==> src/rtl/vga_pkg.sv <==
// Shared VGA constants and types: screen geometry, player sprite geometry,
// the 12-bit colour type and the bundle of timing fields that travel with every pixel.
package vga_pkg;

    localparam int HOR_PIXELS = 1024;
    localparam int VER_PIXELS = 768;

    localparam int PLAYER_W      = 48;
    localparam int PLAYER_H      = 64;
    localparam int PLAYER_ADDR_W = 12;

    typedef logic [11:0] rgb_t;

    localparam rgb_t TRANSPARENT_RGB = 12'h0_f_0;

    typedef struct packed {
        logic [10:0] hcount;
        logic [10:0] vcount;
        logic        hsync;
        logic        vsync;
        logic        hblnk;
        logic        vblnk;
    } vga_timing_t;

    // Half-open span test on 12-bit values so start+len cannot wrap for 11-bit screen positions.
    function automatic logic in_span(input logic [11:0] pos, input logic [11:0] start,
                                     input logic [11:0] len);
        return (pos >= start) && (pos < start + len);
    endfunction

endpackage

==> src/rtl/vga_if.sv <==
// VGA pixel stream bundle passed between drawing stages: counters, syncs, blanks and colour.
interface vga_if;
    logic [10:0] hcount;
    logic [10:0] vcount;
    logic        hsync;
    logic        vsync;
    logic        hblnk;
    logic        vblnk;
    logic [11:0] rgb;

    modport in  (input  hcount, vcount, hsync, vsync, hblnk, vblnk, rgb);
    modport out (output hcount, vcount, hsync, vsync, hblnk, vblnk, rgb);
endinterface

==> src/rtl/vga_delay.sv <==
// N-stage register pipe for the VGA timing fields, used to keep counters and syncs
// aligned with colour computed by a pipelined drawing stage.
module vga_delay
    import vga_pkg::*;
#(
    parameter int N = 2
) (
    input  logic        clk,
    input  logic        rst,
    input  vga_timing_t timing_i,
    output vga_timing_t timing_o
);

    vga_timing_t pipe_q [N];

    // NOTE: the pipe is a handful of flops, not a RAM, so clearing every stage on reset is cheap and
    // keeps vga_out at 0 during reset; NOTE: non-blocking assignments here let every stage sample its
    // predecessor's old value on the same edge, which is what makes this a shift register.
    always_ff @(posedge clk or posedge rst) begin
        if (rst) begin
            for (int i = 0; i < N; i++) begin
                pipe_q[i] <= '0;
            end
        end else begin
            pipe_q[0] <= timing_i;
            for (int i = 1; i < N; i++) begin
                pipe_q[i] <= pipe_q[i-1];
            end
        end
    end

    assign timing_o = pipe_q[N-1];

endmodule

==> src/rtl/draw_player.sv <==
// Overlays a SPRITE_W x SPRITE_H player sprite, read from an external ROM, at a frame-stable position.
// Build option DRAW_PLAYER_TRANSPARENT_EN: ROM pixels equal to TRANSPARENT_RGB let the background through.
module draw_player
    import vga_pkg::*;
#(
    parameter int SPRITE_W = PLAYER_W,
    parameter int SPRITE_H = PLAYER_H,
    parameter int ADDR_W   = PLAYER_ADDR_W
) (
    input  logic              clk,
    input  logic              rst,
    vga_if.in                 vga_in,
    vga_if.out                vga_out,
    input  logic [10:0]       xpos,
    input  logic [10:0]       ypos,
    output logic [ADDR_W-1:0] pixel_addr,
    input  rgb_t              rgb_pixel
);

    logic              vblnk_prev_q;
    logic [10:0]       xpos_q;
    logic [10:0]       ypos_q;
    logic              pos_valid_q;
    logic              vblnk_rise;

    logic              in_rect_d;
    logic [11:0]       dx;
    logic [11:0]       dy;
    logic [ADDR_W-1:0] pixel_addr_d;
    logic [ADDR_W-1:0] pixel_addr_q;
    rgb_t              rgb_s1_q;
    logic              in_rect_s1_q;
    logic              blank_s1_q;

    logic              use_sprite;
    rgb_t              rgb_out_d;
    rgb_t              rgb_out_q;

    vga_timing_t       timing_in;
    vga_timing_t       timing_out;

    // Position is only sampled as vertical blanking starts, so a frame never shows two positions.
    assign vblnk_rise = vga_in.vblnk & ~vblnk_prev_q;

    always_ff @(posedge clk or posedge rst) begin
        if (rst) begin
            vblnk_prev_q <= 1'b0;
            xpos_q       <= '0;
            ypos_q       <= '0;
            pos_valid_q  <= 1'b0;
        end else begin
            vblnk_prev_q <= vga_in.vblnk;
            if (vblnk_rise) begin
                xpos_q      <= xpos;
                ypos_q      <= ypos;
                pos_valid_q <= 1'b1;
            end
        end
    end

    // NOTE: every signal written here gets a default first, so no path leaves one unassigned (no latch).
    always_comb begin
        dx           = {1'b0, vga_in.hcount} - {1'b0, xpos_q};
        dy           = {1'b0, vga_in.vcount} - {1'b0, ypos_q};
        in_rect_d    = pos_valid_q
                     && in_span({1'b0, vga_in.hcount}, {1'b0, xpos_q}, 12'(SPRITE_W))
                     && in_span({1'b0, vga_in.vcount}, {1'b0, ypos_q}, 12'(SPRITE_H));
        pixel_addr_d = pixel_addr_q;
        if (in_rect_d) begin
            pixel_addr_d = ADDR_W'(32'(dy) * SPRITE_W + 32'(dx));
        end
    end

    always_ff @(posedge clk or posedge rst) begin
        if (rst) begin
            pixel_addr_q <= '0;
            rgb_s1_q     <= '0;
            in_rect_s1_q <= 1'b0;
            blank_s1_q   <= 1'b0;
        end else begin
            pixel_addr_q <= pixel_addr_d;
            rgb_s1_q     <= vga_in.rgb;
            in_rect_s1_q <= in_rect_d;
            blank_s1_q   <= vga_in.hblnk | vga_in.vblnk;
        end
    end

    assign pixel_addr = pixel_addr_q;

    // rgb_pixel belongs to the address issued last cycle, i.e. to the pixel now in stage 1.
    always_comb begin
`ifdef DRAW_PLAYER_TRANSPARENT_EN
        use_sprite = in_rect_s1_q && (rgb_pixel != TRANSPARENT_RGB);
`else
        use_sprite = in_rect_s1_q;
`endif
        rgb_out_d = rgb_s1_q;
        if (blank_s1_q) begin
            rgb_out_d = '0;
        end else if (use_sprite) begin
            rgb_out_d = rgb_pixel;
        end
    end

    always_ff @(posedge clk or posedge rst) begin
        if (rst) begin
            rgb_out_q <= '0;
        end else begin
            rgb_out_q <= rgb_out_d;
        end
    end

    assign timing_in = '{hcount: vga_in.hcount, vcount: vga_in.vcount,
                         hsync:  vga_in.hsync,  vsync:  vga_in.vsync,
                         hblnk:  vga_in.hblnk,  vblnk:  vga_in.vblnk};

    vga_delay #(
        .N (2)
    ) u_timing_delay (
        .clk      (clk),
        .rst      (rst),
        .timing_i (timing_in),
        .timing_o (timing_out)
    );

    assign vga_out.hcount = timing_out.hcount;
    assign vga_out.vcount = timing_out.vcount;
    assign vga_out.hsync  = timing_out.hsync;
    assign vga_out.vsync  = timing_out.vsync;
    assign vga_out.hblnk  = timing_out.hblnk;
    assign vga_out.vblnk  = timing_out.vblnk;
    assign vga_out.rgb    = rgb_out_q;

endmodule

==> src/flat_wrapper.sv <==
// flat-port wrapper written by rule: the top's interface ports become plain ports
module draw_player_flat import vga_pkg::*;
#(
    parameter int SPRITE_W = PLAYER_W,
    parameter int SPRITE_H = PLAYER_H,
    parameter int ADDR_W   = PLAYER_ADDR_W
)
  (clk, rst, xpos, ypos, pixel_addr, rgb_pixel, vga_in_hcount, vga_in_vcount, vga_in_hsync, vga_in_vsync, vga_in_hblnk, vga_in_vblnk, vga_in_rgb, vga_out_hcount, vga_out_vcount, vga_out_hsync, vga_out_vsync, vga_out_hblnk, vga_out_vblnk, vga_out_rgb);
  vga_if vga_in_i ();
  vga_if vga_out_i ();
  input  logic clk;
  input  logic rst;
  input  logic [10:0] xpos;
  input  logic [10:0] ypos;
  output logic [ADDR_W-1:0] pixel_addr;
  input  rgb_t rgb_pixel;
  input wire logic [$bits(vga_in_i.hcount)-1:0] vga_in_hcount;
  input wire logic [$bits(vga_in_i.vcount)-1:0] vga_in_vcount;
  input wire logic [$bits(vga_in_i.hsync)-1:0] vga_in_hsync;
  input wire logic [$bits(vga_in_i.vsync)-1:0] vga_in_vsync;
  input wire logic [$bits(vga_in_i.hblnk)-1:0] vga_in_hblnk;
  input wire logic [$bits(vga_in_i.vblnk)-1:0] vga_in_vblnk;
  input wire logic [$bits(vga_in_i.rgb)-1:0] vga_in_rgb;
  output wire logic [$bits(vga_out_i.hcount)-1:0] vga_out_hcount;
  output wire logic [$bits(vga_out_i.vcount)-1:0] vga_out_vcount;
  output wire logic [$bits(vga_out_i.hsync)-1:0] vga_out_hsync;
  output wire logic [$bits(vga_out_i.vsync)-1:0] vga_out_vsync;
  output wire logic [$bits(vga_out_i.hblnk)-1:0] vga_out_hblnk;
  output wire logic [$bits(vga_out_i.vblnk)-1:0] vga_out_vblnk;
  output wire logic [$bits(vga_out_i.rgb)-1:0] vga_out_rgb;
  assign vga_in_i.hcount = vga_in_hcount;
  assign vga_in_i.vcount = vga_in_vcount;
  assign vga_in_i.hsync = vga_in_hsync;
  assign vga_in_i.vsync = vga_in_vsync;
  assign vga_in_i.hblnk = vga_in_hblnk;
  assign vga_in_i.vblnk = vga_in_vblnk;
  assign vga_in_i.rgb = vga_in_rgb;
  assign vga_out_hcount = vga_out_i.hcount;
  assign vga_out_vcount = vga_out_i.vcount;
  assign vga_out_hsync = vga_out_i.hsync;
  assign vga_out_vsync = vga_out_i.vsync;
  assign vga_out_hblnk = vga_out_i.hblnk;
  assign vga_out_vblnk = vga_out_i.vblnk;
  assign vga_out_rgb = vga_out_i.rgb;
  draw_player #(.SPRITE_W(SPRITE_W), .SPRITE_H(SPRITE_H), .ADDR_W(ADDR_W)) u_core (.clk(clk), .rst(rst), .vga_in(vga_in_i), .vga_out(vga_out_i), .xpos(xpos), .ypos(ypos), .pixel_addr(pixel_addr), .rgb_pixel(rgb_pixel));
endmodule
==> config.mk <==
export PLATFORM = sky130hd
export DESIGN_NAME = draw_player_flat
export DESIGN_NICKNAME = d
export VERILOG_FILES = /design/src/rtl/vga_pkg.sv /design/src/rtl/vga_if.sv /design/src/rtl/vga_delay.sv /design/src/rtl/draw_player.sv /design/src/flat_wrapper.sv
export SDC_FILE = /design/constraint.sdc
export NUM_CORES = 1
export LEC_CHECK = 0
export BUFFER_PORTS_ARGS = -buffer_cell sky130_fd_sc_hd__buf_4
export CAP_MARGIN = 20
export CELL_PAD_IN_SITES_DETAIL_PLACEMENT = 1
export CELL_PAD_IN_SITES_GLOBAL_PLACEMENT = 2
export CORE_MARGIN = 2
export CORE_UTILIZATION = 35
export DETAILED_ROUTE_END_ITERATION = 16
export PLACE_DENSITY_LB_ADDON = 0.1
export SLEW_MARGIN = 25
export SYNTH_ARGS = -nofsm -noshare
export SYNTH_HDL_FRONTEND = slang
export SYNTH_SLANG_ARGS = --single-unit
==> constraint.sdc <==
create_clock -name clk -period 7.2 [get_ports clk]
set_input_delay 0 -clock clk [delete_from_list [all_inputs] [get_ports clk]]
set_output_delay 0 -clock clk [all_outputs]
set_load 0.02 [all_outputs]
==> results.json <==
{
  "required_ns": 7.50,
  "path_cells": "ha_1, fa_1, nand2b_1, o2bb2ai_2, xnor2_1, ha_1, inv_1, o21bai_1, a21oi_1, xnor2_1, fa_1, ha_1, o211ai_1, o21ai_0, xnor3_1, xnor2_1, mux2_4",
  "p_leak_nw": 3.78,
  "avgSynthCellArea_sq_um": 11.9,
  "final_util_pct": 50.2,
  "drc": 0,
  "timing.fmax_ghz": 0.225,
  "syn_to_final_growth_pct": 41.8,
  "pre_cts_ws_ns": 2.74,
  "end_kind": "register",
  "yosysSeqAreaShare_pct": 50.6,
  "setup_ws_ns": 2.75,
  "rsz0062_at_grt": "false",
  "antenna_left": 0,
  "dr.pass1.iters": 4,
  "grt_pass1_wl_mm": 22.8,
  "async_flop_share_pct": 100,
  "arrival_ns": 4.75,
  "grt_use_total_pct": 17.9,
  "power_frac_comb_pct": 42.6,
  "outcome": "finished, final reports clean",
  "hold_viol": 0,
  "vias_per_cell": 4.50,
  "routabilityCongestion": 0.822,
  "netlist_instances": 469,
  "min_period_over_period_pct": 61.8,
  "fp.dieW_um": 130,
  "dp_hpwl_mm": 9.82,
  "cts_tree": "done",
  "syn-num-nets": 608,
  "syn_area_sq_um": 5590,
  "postSynthRegisterBits": 113,
  "clkLatencyLatePin_ns": 0.41,
  "cts_sinks": 113,
  "power.share.clock_pct": 30.1,
  "power_density_nw_per_um2": 349,
  "worst_pin_slew_ns": 0.936,
  "path_clk_slew_ns": 0.06,
  "first_global_vias": 4463,
  "numCtsBuffers": 17,
  "antenna_found_initial": 0,
  "relSlewSlack_pct": 37.3,
  "routed_wl_mm": 14.2,
  "p_total_w": 0.00277,
  "cts_resized": 0,
  "critical_path_buf_inv_count": 1,
  "fin_skew_ns": 0.00968,
  "nNetsFinal": 795,
  "chipHeight_um": 130,
  "cap_violations": 0,
  "yosysUniqueCellTypes": 52,
  "cts.path.max_buffers": 2,
  "setup_violations": 0,
  "switchingPower_w": 0.000944,
  "worstSetupStartpointType": "register",
  "dr_total_vias": 3983,
  "ir_drop_uv": 196,
  "pwr-share-seq_pct": 27.3,
  "synthFlopType": "dfrtp_1",
  "min_period_ns": 4.45,
  "drive_gt1_share_pct": 27.2,
  "yosys_warnings": 0,
  "switching_share_pct": 34.1,
  "core.rowCount": 46,
  "crit_fanout": 4,
  "diodes": 0,
  "io-pin-count": 124,
  "grt_max_degree": 74,
  "start_util_pct": 35.4,
  "grt_overflow": 0,
  "slowest_delay_ns": 0.44,
  "worstHoldPathType": "primary input to asynchronous set/reset pin",
  "drv_slew": 0,
  "crit_type": "register to register",
  "p_int_w": 0.00182,
  "critical-path-slowest-cell": "fa_1",
  "drt_iter0_markers": 133,
  "tns_ns": 0,
  "wl_per_cell_um": 16.0,
  "core_sq_um": 15800,
  "cts_root_buffer": "clkbuf_16",
  "die-area_sq_um": 17000,
  "crit_family": "adder cells",
  "htreeDepth": 4,
  "synth_edf_count": 0,
  "io_buffers": 123
}
[synthesized netlist by cell type, drive strengths merged (2+ instances only)]
master	instances	area [sq um]
a211oi	2	15.0
a21boi	2	15.0
a21o	4	38.8
a21oi	20	100
buf	24	180
clkbuf	6	22.5
dfrtp	113	2830
fa	13	260
ha	52	651
inv	47	176
mux2	12	161
mux2i	14	140
nand2	28	105
nand2b	4	25.0
nand3	5	25.0
nand4	2	27.5
nor2	22	82.6
nor2b	3	18.8
nor3	2	10.0
nor3b	2	15.0
nor4	2	12.5
o211ai	3	22.5
o21a	7	52.6
o21ai	32	160
o21bai	4	33.8
o31ai	2	20.0
or2	2	12.5
xnor2	23	201
xor2	3	26.3
[repair_timing]
item / in CTS / in global routing
hold buffers: 73 / 0
setup buffers: 0 / 0
hold endpoints to repair: 113 / 0
[registers in the layout, indices dropped and copies added, names as in the netlist]
signal,cells
u_core.rgb_s1_q,12
u_core.u_timing_delay.pipe_q,25
u_core.vblnk_prev_q,1
u_core.pos_valid_q,1
u_core.ypos_q,11
u_core.u_timing_delay.timing_o,26
u_core.xpos_q,11
u_core.pixel_addr,12
u_core.blank_s1_q,1
u_core.vga_out.rgb,12
u_core.in_rect_s1_q,1
[layout by cell type, fill, tap and decap left out, drive strengths merged, types with 7 or more instances in the layout]
cell / instances
o21a: 7
nor2: 22
clkbuf: 19
ha: 52
dlygate4sd3: 73
nand2: 28
inv: 49
a21oi: 20
clkinv: 7
mux2i: 14
xnor2: 23
fa: 13
o21ai: 32
buf: 125
dfrtp: 113
mux2: 12
[cell families after synthesis]
group                    Yosys count  synth area share, %
AO/OA/AOI/OAI                     87                 10.2
XOR/XNOR                          27                 4.48
adder cells (fa/ha/maj)           65                 16.3
buffers and inverters             77                 6.79
flip-flops                       113                 50.6
multiplexers                      26                 5.40
AND/OR/NAND/NOR                   74                 6.23
[per-stage QoR]
step	hold WS, ns	std cells	cell area [sq um]
floorplan	0.0314	469	5590
global placement	0.0701	780	6600
detailed placement	0.0777	780	6600
CTS	0.199	885	7920
global route	0.223	885	7920
finish	0.199	885	7920
[final timing paths]
kind | from | endpoint | slack [ns] | cells past startpoint
max | u_core.ypos_q[0]$_DFFE_PP0P_ | u_core.pixel_addr[11]$_DFFE_PP0P_ | 2.75 | 17
min | rst | u_core.vga_out.rgb[2]$_DFF_PP0_ | 0.20 | 3
max reg2reg | u_core.ypos_q[0]$_DFFE_PP0P_ | u_core.pixel_addr[11]$_DFFE_PP0P_ | 2.75 | 17
min reg2reg | u_core.u_timing_delay.pipe_q[40]$_DFF_PP0_ | u_core.u_timing_delay.timing_o[14]$_DFF_PP0_ | 0.34 | 0
max in group asynchronous | rst | u_core.pos_valid_q$_DFFE_PP0P_ | 5.96 | 4
min in group clk | vga_in_rgb[4] | u_core.rgb_s1_q[4]$_DFF_PP0_ | 0.24 | 2
[area by class of cell]
| type | count | area [sq um] |
|---|---|---|
| clock inverter | 13 | 135 |
| tap | 216 | 270 |
| sequential | 113 | 2830 |
| timing repair buffer | 198 | 1670 |
| clock buffer | 19 | 453 |
| multi-input combinational | 279 | 2380 |
| inverter | 47 | 179 |
| fill | 1715 | 7850 |
[power groups by stage]
stage / Combinational, W / Clock (W) / Sequential (W)
3_3_place_gp: 0.00115 / 0 / 0.000763
6_report: 0.00118 / 0.000832 / 0.000756
2_1_floorplan: 0.000800 / 0 / 0.000803
4_1_cts: 0.00120 / 0.000857 / 0.000757
5_1_grt: 0.00132 / 0.000888 / 0.000767
3_5_place_dp: 0.00116 / 0 / 0.000768
[per-layer routing]
metal / vias up / global-route usage [%] / wire length (um)
met4: 0 / 4.69 / 127
met5: - / 0 / 0
met3: 7 / 5.00 / 612
li1: 1932 / - / -
met1: 1959 / 22.4 / 6440
met2: 85 / 30.6 / 7020
[worst reg2reg max path, stage by stage (launching register included)]
cell and delay, ns:
dfrtp_1 0.37, ha_1 0.22, fa_1 0.41, nand2b_1 0.18, o2bb2ai_2 0.14, xnor2_1 0.33, ha_1 0.32, inv_1 0.08
o21bai_1 0.08, a21oi_1 0.17, xnor2_1 0.15, fa_1 0.44, ha_1 0.36, o211ai_1 0.10, o21ai_0 0.22, xnor3_1 0.37
xnor2_1 0.14, mux2_4 0.27
Power figures use the tool's default switching activity.
